==> config.mk <==
export PLATFORM = sky130hd
export DESIGN_NAME = ff_sub_255
export DESIGN_NICKNAME = d
export VERILOG_FILES = /design/src/rtl/ff25519_pkg.sv /design/src/rtl/ff_limb_addsub.sv /design/src/rtl/ff_sub_255.sv
export SDC_FILE = /design/constraint.sdc
export NUM_CORES = 2
export LEC_CHECK = 0
export BUFFER_PORTS_ARGS = -buffer_cell sky130_fd_sc_hd__buf_2
export CAP_MARGIN = 40
export CORE_MARGIN = 4
export CORE_UTILIZATION = 48
export CTS_CLUSTER_DIAMETER = 30
export DETAILED_ROUTE_END_ITERATION = 12
export PLACE_DENSITY = 0.71
export SYNTH_ARGS = -nofsm -noshare
export SYNTH_HDL_FRONTEND = slang
export SYNTH_SLANG_ARGS = --single-unit
==> constraint.sdc <==
create_clock -name clk -period 67.7 [get_ports clk]
set_input_delay 3.385 -clock clk [delete_from_list [all_inputs] [get_ports clk]]
set_output_delay 3.385 -clock clk [all_outputs]
set_load 0.01 [all_outputs]
==> src/rtl/ff25519_pkg.sv <==
// Shared GF(2^255-19) definitions: field width, modulus, default limb width,
// the arithmetic FSM state encoding and the limb operation select.
// Used by ff_sub_255, ff_add_255 and the scalar multiplier datapath.
package ff25519_pkg;

  localparam int F_W        = 255;
  localparam int LIMB_W_DEF = 51;

  // P = 2^255 - 19: all ones except the low five bits, 11111 - 10010 = 01101
  localparam logic [F_W-1:0] P = {{(F_W - 5){1'b1}}, 5'b01101};

  typedef enum logic [1:0] {
    IDLE = 2'd0,
    SUB  = 2'd1,
    FIX  = 2'd2,
    DONE = 2'd3
  } ff_state_t;

  typedef enum logic {
    OP_ADD = 1'b0,
    OP_SUB = 1'b1
  } limb_op_t;

endpackage

==> src/rtl/ff_limb_addsub.sv <==
// One limb of add or subtract with carry/borrow in and out.
// In OP_SUB mode cout is the borrow out (set when x < y + cin).
module ff_limb_addsub
  import ff25519_pkg::*;
#(
  parameter int W = LIMB_W_DEF
) (
  input  logic [W-1:0] x,
  input  logic [W-1:0] y,
  input  logic         cin,
  input  limb_op_t     op,
  output logic [W-1:0] r,
  output logic         cout
);

  logic [W:0] t;

  // One extra bit holds carry (add) or borrow as a wrapped sign bit (subtract)
  always_comb begin
    if (op == OP_SUB) begin
      t = {1'b0, x} - {1'b0, y} - {{W{1'b0}}, cin};
    end else begin
      t = {1'b0, x} + {1'b0, y} + {{W{1'b0}}, cin};
    end
  end

  assign r    = t[W-1:0];
  assign cout = t[W];

endmodule

==> src/rtl/ff_sub_255.sv <==
// Limb-serial constant-time modular subtractor: result = (a - b) mod (2^255 - 19).
// SUB computes a - b mod 2^255 one limb per cycle (LSB first), the final borrow
// marks a negative difference. FIX then always adds (neg ? P : 0) limb by limb,
// so the cycle count never depends on operand values.
// Optional feature macro: FF_SUB_ERR_EN adds the in_err port and an input range
// check; with in_err set the delivered result is forced to zero.
//
// Handshake: start is accepted only in IDLE or DONE; an accepted start clears
// valid on the same edge. valid/result/in_err are written on the first edge
// spent in DONE and held there until the next accepted start.
module ff_sub_255
  import ff25519_pkg::*;
#(
  parameter int LIMB_W = LIMB_W_DEF
) (
  input  logic           clk,
  input  logic           rst,
  input  logic           start,
  input  logic [F_W-1:0] a,
  input  logic [F_W-1:0] b,
  output logic [F_W-1:0] result,
  output logic           valid,
  output logic           busy
`ifdef FF_SUB_ERR_EN
  ,
  output logic           in_err
`endif
);

  localparam int NLIMB = F_W / LIMB_W;
  localparam int CNT_W = (NLIMB > 1) ? $clog2(NLIMB) : 1;
  localparam logic [CNT_W-1:0] LAST = CNT_W'(NLIMB - 1);

  ff_state_t        state;
  logic [CNT_W-1:0] cnt;
  logic [F_W-1:0]   a_sh;
  logic [F_W-1:0]   b_sh;
  logic [F_W-1:0]   d_sh;
  logic             cy;
  logic             neg;

  logic [8:0]        sh_amt;
  logic [LIMB_W-1:0] p_limb;
  logic [LIMB_W-1:0] op_x;
  logic [LIMB_W-1:0] op_y;
  limb_op_t          op_sel;
  logic [LIMB_W-1:0] limb_r;
  logic              limb_co;

`ifdef FF_SUB_ERR_EN
  logic err_q;
  logic range_bad;
  assign range_bad = (a >= P) || (b >= P);
`endif

  // Limb cnt of the modulus, selected from the constant by shifting
  assign sh_amt = 9'(cnt) * 9'(LIMB_W);
  assign p_limb = LIMB_W'(P >> sh_amt);

  // Operand select for the shared limb unit: a_i - b_i in SUB, d_i + masked P_i in FIX
  always_comb begin
    op_x   = a_sh[LIMB_W-1:0];
    op_y   = b_sh[LIMB_W-1:0];
    op_sel = OP_SUB;
    if (state == FIX) begin
      op_x   = d_sh[LIMB_W-1:0];
      op_y   = p_limb & {LIMB_W{neg}};
      op_sel = OP_ADD;
    end
  end

  ff_limb_addsub #(
    .W (LIMB_W)
  ) u_limb (
    .x    (op_x),
    .y    (op_y),
    .cin  (cy),
    .op   (op_sel),
    .r    (limb_r),
    .cout (limb_co)
  );

  // Control FSM, shift registers and registered outputs
  always_ff @(posedge clk or posedge rst) begin
    if (rst) begin
      state  <= IDLE;
      cnt    <= '0;
      a_sh   <= '0;
      b_sh   <= '0;
      d_sh   <= '0;
      cy     <= 1'b0;
      neg    <= 1'b0;
      result <= '0;
      valid  <= 1'b0;
      busy   <= 1'b0;
`ifdef FF_SUB_ERR_EN
      err_q  <= 1'b0;
      in_err <= 1'b0;
`endif
    end else begin
      case (state)
        IDLE, DONE: begin
          if (start) begin
            a_sh  <= a;
            b_sh  <= b;
            cy    <= 1'b0;
            cnt   <= '0;
            valid <= 1'b0;
            busy  <= 1'b1;
            state <= SUB;
`ifdef FF_SUB_ERR_EN
            err_q <= range_bad;
`endif
          end else if (state == DONE) begin
            valid <= 1'b1;
`ifdef FF_SUB_ERR_EN
            result <= err_q ? '0 : d_sh;
            in_err <= err_q;
`else
            result <= d_sh;
`endif
          end
        end
        SUB: begin
          d_sh <= F_W'({limb_r, d_sh} >> LIMB_W);
          a_sh <= a_sh >> LIMB_W;
          b_sh <= b_sh >> LIMB_W;
          if (cnt == LAST) begin
            neg   <= limb_co;
            cy    <= 1'b0;
            cnt   <= '0;
            state <= FIX;
          end else begin
            cy  <= limb_co;
            cnt <= cnt + 1'b1;
          end
        end
        FIX: begin
          // Carry out of the top limb is dropped: the sum wraps mod 2^255
          d_sh <= F_W'({limb_r, d_sh} >> LIMB_W);
          if (cnt == LAST) begin
            cy    <= 1'b0;
            cnt   <= '0;
            busy  <= 1'b0;
            state <= DONE;
          end else begin
            cy  <= limb_co;
            cnt <= cnt + 1'b1;
          end
        end
        default: state <= IDLE;
      endcase
    end
  end

endmodule
Word level (Yosys, flattened, before mapping)
Cells that the tools add are included.

operators by class
  divide/modulo/power cells = 0
  $lt $le $gt $ge = 0
  multiply operators = 1
  equality and inequality tests = 7
  bitwise operators = 2
  reductions and logical operators = 12
  muxes and demuxes = 22
  shifts and indexed selects = 1
  add/sub/neg operators = 5

operators by type and width
  cell                      number
  $pmux W255 S2             2
  $mux W255                 2
  $shr A255 B9 Y51 const A  1
  $mux W51                  2
  $add A51 B51 Y52          1
  $add A52 B1 Y52           1
  $mux W52                  1
  $sub A51 B51 Y52          1
  $sub A52 B1 Y52           1
  $and A51 B51 Y51          1
  $mul A3 B6 Y9 const B     1
  $reduce_and A3 Y1         3
  $mux W1                   6
  $mux W2                   3
  $mux W3                   2
  $pmux W2 S3               1
  $pmux W3 S2               1
  $reduce_and A2 Y1         3
  $reduce_bool A2 Y1        3
  $eq A2 B2 Y1 const B      2
  $ne A2 B2 Y1 const B      2
  $pmux W1 S2               2
  $reduce_or A2 Y1          2
  $add A3 B1 Y3 const B     1
  5 further kinds           5

storage, ports and cells
  bits in read-only memories = 0
  logic and storage cells = 60
  memory bits (writable) = 0
  output and inout bits = 257
  latch bits = 0
  memories kept = 0
  register bits after elaboration = 1029

Logic depth before layout (Yosys ltp)
  word-level depth = 9
  depth in mapped cells = 21
  mapped depth without buffers = 19

Hierarchy
Synthesis repeated with hierarchy kept, for this count alone.

second synthesis, totals
  cell total of the unflattened synthesis = 4402
  area, all modules = 49876.6 um^2

modules (own cells, without submodules)
  module          cells each  times used  area each (um^2)
  ff_sub_255      3293        1           42554.6
  ff_limb_addsub  1109        1           7322.0

Worst setup path after synthesis
No wires, ideal clock.

  kind = input-to-reg
  from = input start
  to = register a_sh[100]
  stages = 8
  setup slack = 62.482 ns
  required time = 67.617 ns
  arrival = 5.135 ns
  library setup time = 0.083 ns
  path buffers = 4
  path through = nor2b_1 a21oi_1 clkbuf_1 clkbuf_1 clkbuf_1 clkbuf_1 nand2_1 o21ai_0

between the ends
  longest elaborated chain between the ends = 2

ends and longest elaborated chain
  element                      RTL line           text
  start: declaration           ff_sub_255.sv:18   input logic start,
  $ne A2 B2 Y1 (no line)       n/a
  $reduce_and A2 Y1 (no line)  n/a
  end signal: assignment       ff_sub_255.sv:126  a_sh <= a_sh >> LIMB_W;
  end: declaration             ff_sub_255.sv:36   logic [F_W-1:0] a_sh;

Every way passes these cells.
A chain may end at the register's enable or synchronous reset.

==> results.md <==
- Status: completed
- DRT antenna net count: 0
- Tmin final: about 6200 ps
- Netlist cell types: slightly above 80
- First-pass GRT wire length: between 200 and 250 mm
- Main synth FF type: dfrtp_1
- Final Hold Fails: 0
- Cell count of the worst reg-to-reg path: 16
- Mux cell area share after synthesis: 0.2006
- Clock Latency Late Sink: between 700 and 800 ps
- Worst path most repeated cell: buf_4
- CTS Root Cell: clkbuf_16
- Data arrival, critical path: 7040 ps
- Final #Nets: 5834
- Die span in x: between 300 and 400 um
- Synth warn: 0
- DRT Pass-1 Iters: 6
- Clk buf depth: 3
- Slew at the pin closest to its max-slew limit: ~1200 ps
- Finish-stage setup viols: 0
- Required @ worst endpoint: between 60000 and 70000 ps
- Clk sinks: around 1000
- Reg2reg end: cy$_DFFE_PP0P_
- Tcrit/Tclk final: 0.09162
- Layout cell share with drive strength beyond 1: 0.3232
- Initial Util: 0.4843
- # fillers: ~8300
- Synth async-reset ratio: 1.000
- P&R area growth vs syn: 25.83%
- Hold EP: b_sh[82]$_DFFE_PP0P_
- Slowest-stage cell, CP: buf_4
- Io pins: 770
- Xor-xnor portion of the synthesized cell area: 0.01684
- Startpoint types: input port
- Synthesized area: approximately 0.049 mm2
- Area share of fa/ha/maj cells after synthesis: 0.04118
- Slew HR: 0.1989
- Number of max-cap violations: 0
- Yosys top cell area share: 0.5218
- Hold Path Depth: 2
- Post-synthesis sequential area ratio: 0.5218
- Number of buffers created by CTS: 206
- RePlAce Congestion: 0.9187
- Highest clock rate: about 160 MHz
- Synth Area in Compound Gates: 0.1168
- Clk slew on worst S/H paths: approximately 40 ps
- Largest family of logic cells by synthesized area: multiplexers
- Wire length after detailed routing: 151.1 mm
- DR iter-0 viols: approximately 2700
- Yosys reg bits: ~1000
- Largest area contributor in the netlist: dfrtp_1
- TritonCTS clock tree: yes
- Setup bufs post-CTS: 0
- Setup TNS: 0 ps
- Die area: approximately 0.11 mm2
- Via count: 36550
- Crit path max fanout: about 160
- Chip height: 328.6 um
- Largest net degree at the start of global routing: roughly 330
- Via density: ~5.4
- Worst Hold Class: reg2reg
- Hold-fix buffers, CTS: 0
- Vias in the first global route: between 30000 and 40000
- Post-synthesis simple-gate area fraction: 0.07023
- HPWL after DPL: around 110 mm
- Synth top area cells: dfrtp_1 52%, mux2_2 12%, mux2i_1 8.4%
- Setup crit end kind: async pin
- Post-synth EDFFs: 0
- Drt drc: 0
- Mapped Cells: roughly 4400
- WS Path Type: in2async
- CP peak stage delay: 710 ps
- Core area: 0.1019 mm2
- Avg WL per Cell: roughly 22 um
- Final Skew: about 40 ps
- Fin. max-slew vios: 0
- Most frequent cell after synthesis: dfrtp_1
- Worst Min Path Start: b_sh[82]$_DFFE_PP0P_
- Antenna violations before repair: 66
- Post-CTS sizing: 0
- Tot GR Track Use: 0.2739
- Port-buffer cells: 769
- H-tree Lvls: 4
- RSZ-0062 raised after global routing: no
- Core Rows: around 120
- Syn Area/Cell: approximately 11 um2
- Reg-to-reg startpoint: state[0]$_DFFE_PP0P_
- Crit-path cells: buf_2 -> inv_8 -> buf_12 -> buf_4 -> buf_4 -> buf_16 -> buf_4
- Syn nets: roughly 5100
- Global route overflow: 0
- R2R setup slack: a little over 60000 ps
- Top cell types by occurrence after synthesis: 1029 x dfrtp_1, 511 x nand2_1, 510 x mux2_2
layout by cell type (no fill, tap or decap), types with 11 or more instances in the layout:
master,Yosys,routed
nand2_1,511,511
clkbuf_1,283,21
clkbuf_16,0,208
a22o_1,102,102
clkbuf_8,0,43
mux2_2,510,510
a21o_1,58,58
clkinvlp_4,0,24
ha_1,156,153
inv_1,132,131
buf_2,5,769
nand4_1,34,34
clkinv_2,0,31
o21ai_1,11,11
bufinv_16,0,23
o21bai_1,15,15
xor2_1,38,38
a31oi_1,13,13
nand3_1,15,15
dfrtp_1,1029,1029
o21ai_0,476,476
buf_4,1,29
nor2_1,223,223
buf_16,0,15
mux2i_1,415,415
inv_6,0,13
a21oi_1,167,165
xnor2_1,55,55
diode_2,0,45
worst max-delay path: cells and delay by family:
kind | cells | cell delay, ps
buffers and inverters | 7 | 3360
sequential cells by signal (all words and copies together) (netlist names):
register  count
result      255
b_sh        255
cnt           3
neg           1
busy          1
d_sh        255
valid         1
cy            1
a_sh        255
state         2
logic make-up after synthesis:
logic type | Yosys count
AOI/OAI and AO/OA | 946
buffers and inverters | 426
xor gates and xnor gates | 94
and+or+nand+nor | 846
adders and majority gates | 160
muxes | 925
DFF | 1029
metal layers:
metal / share of wire / up-vias / GRT usage
li1: - / 17150 / -
met1: 0.44 / 17910 / 0.3727
met2: 0.47 / 1148 / 0.4270
met3: 0.061 / 301 / 0.06081
met4: 0.036 / 36 / 0.1125
met5: 0.0016 / - / 0
per-stage QoR:
| step | setup WS [ps] | util | cells | instance area [um2] | hold WS, ps |
|---|---|---|---|---|---|
| final | 61500 | 0.6094 | 6747 | 62090 | 471.7 |
| after global routing | 60940 | 0.6090 | 6731 | 62050 | 491.5 |
| after CTS | 61370 | 0.6083 | 6702 | 61980 | 479.1 |
| after detailed placement | 60540 | 0.5364 | 6321 | 54650 | 469.4 |
| after global placement | 60290 | 0.5320 | 6304 | 54200 | 459.2 |
| after floorplan | 35360 | - | 4426 | 49350 | 446.0 |
how the worst max path moves through the flow:
| stage | slack, ps | to | depth (start not counted) | start |
|---|---|---|---|---|
| after floorplan | 35360 | a_sh[0]$_DFFE_PP0P_ | 1 | rst |
| after global placement | 60290 | a_sh[168]$_DFFE_PP0P_ | 6 | rst |
| after detailed placement | 60540 | a_sh[120]$_DFFE_PP0P_ | 7 | rst |
| after CTS | 61370 | a_sh[236]$_DFFE_PP0P_ | 7 | rst |
| after global routing | 60940 | a_sh[235]$_DFFE_PP0P_ | 7 | rst |
| final | 61500 | a_sh[67]$_DFFE_PP0P_ | 7 | rst |
final cells by class:
cell class                      instances  area [um2]  share of cell area
Antenna cell                           45       112.6            0.001814
Clock buffer                          272        5876             0.09463
Clock inverter                        109        1453             0.02339
Inverter                              133       506.7            0.008161
Multi-Input combinational cell       2971       22060              0.3554
Sequential cell                      1029       25750              0.4147
Tap cell                             1368        1712             0.02757
Timing Repair Buffer                  820        4619             0.07439
Power is not shown: default switching activity piles up to over one toggle a cycle in this logic, so the estimate is an artifact.
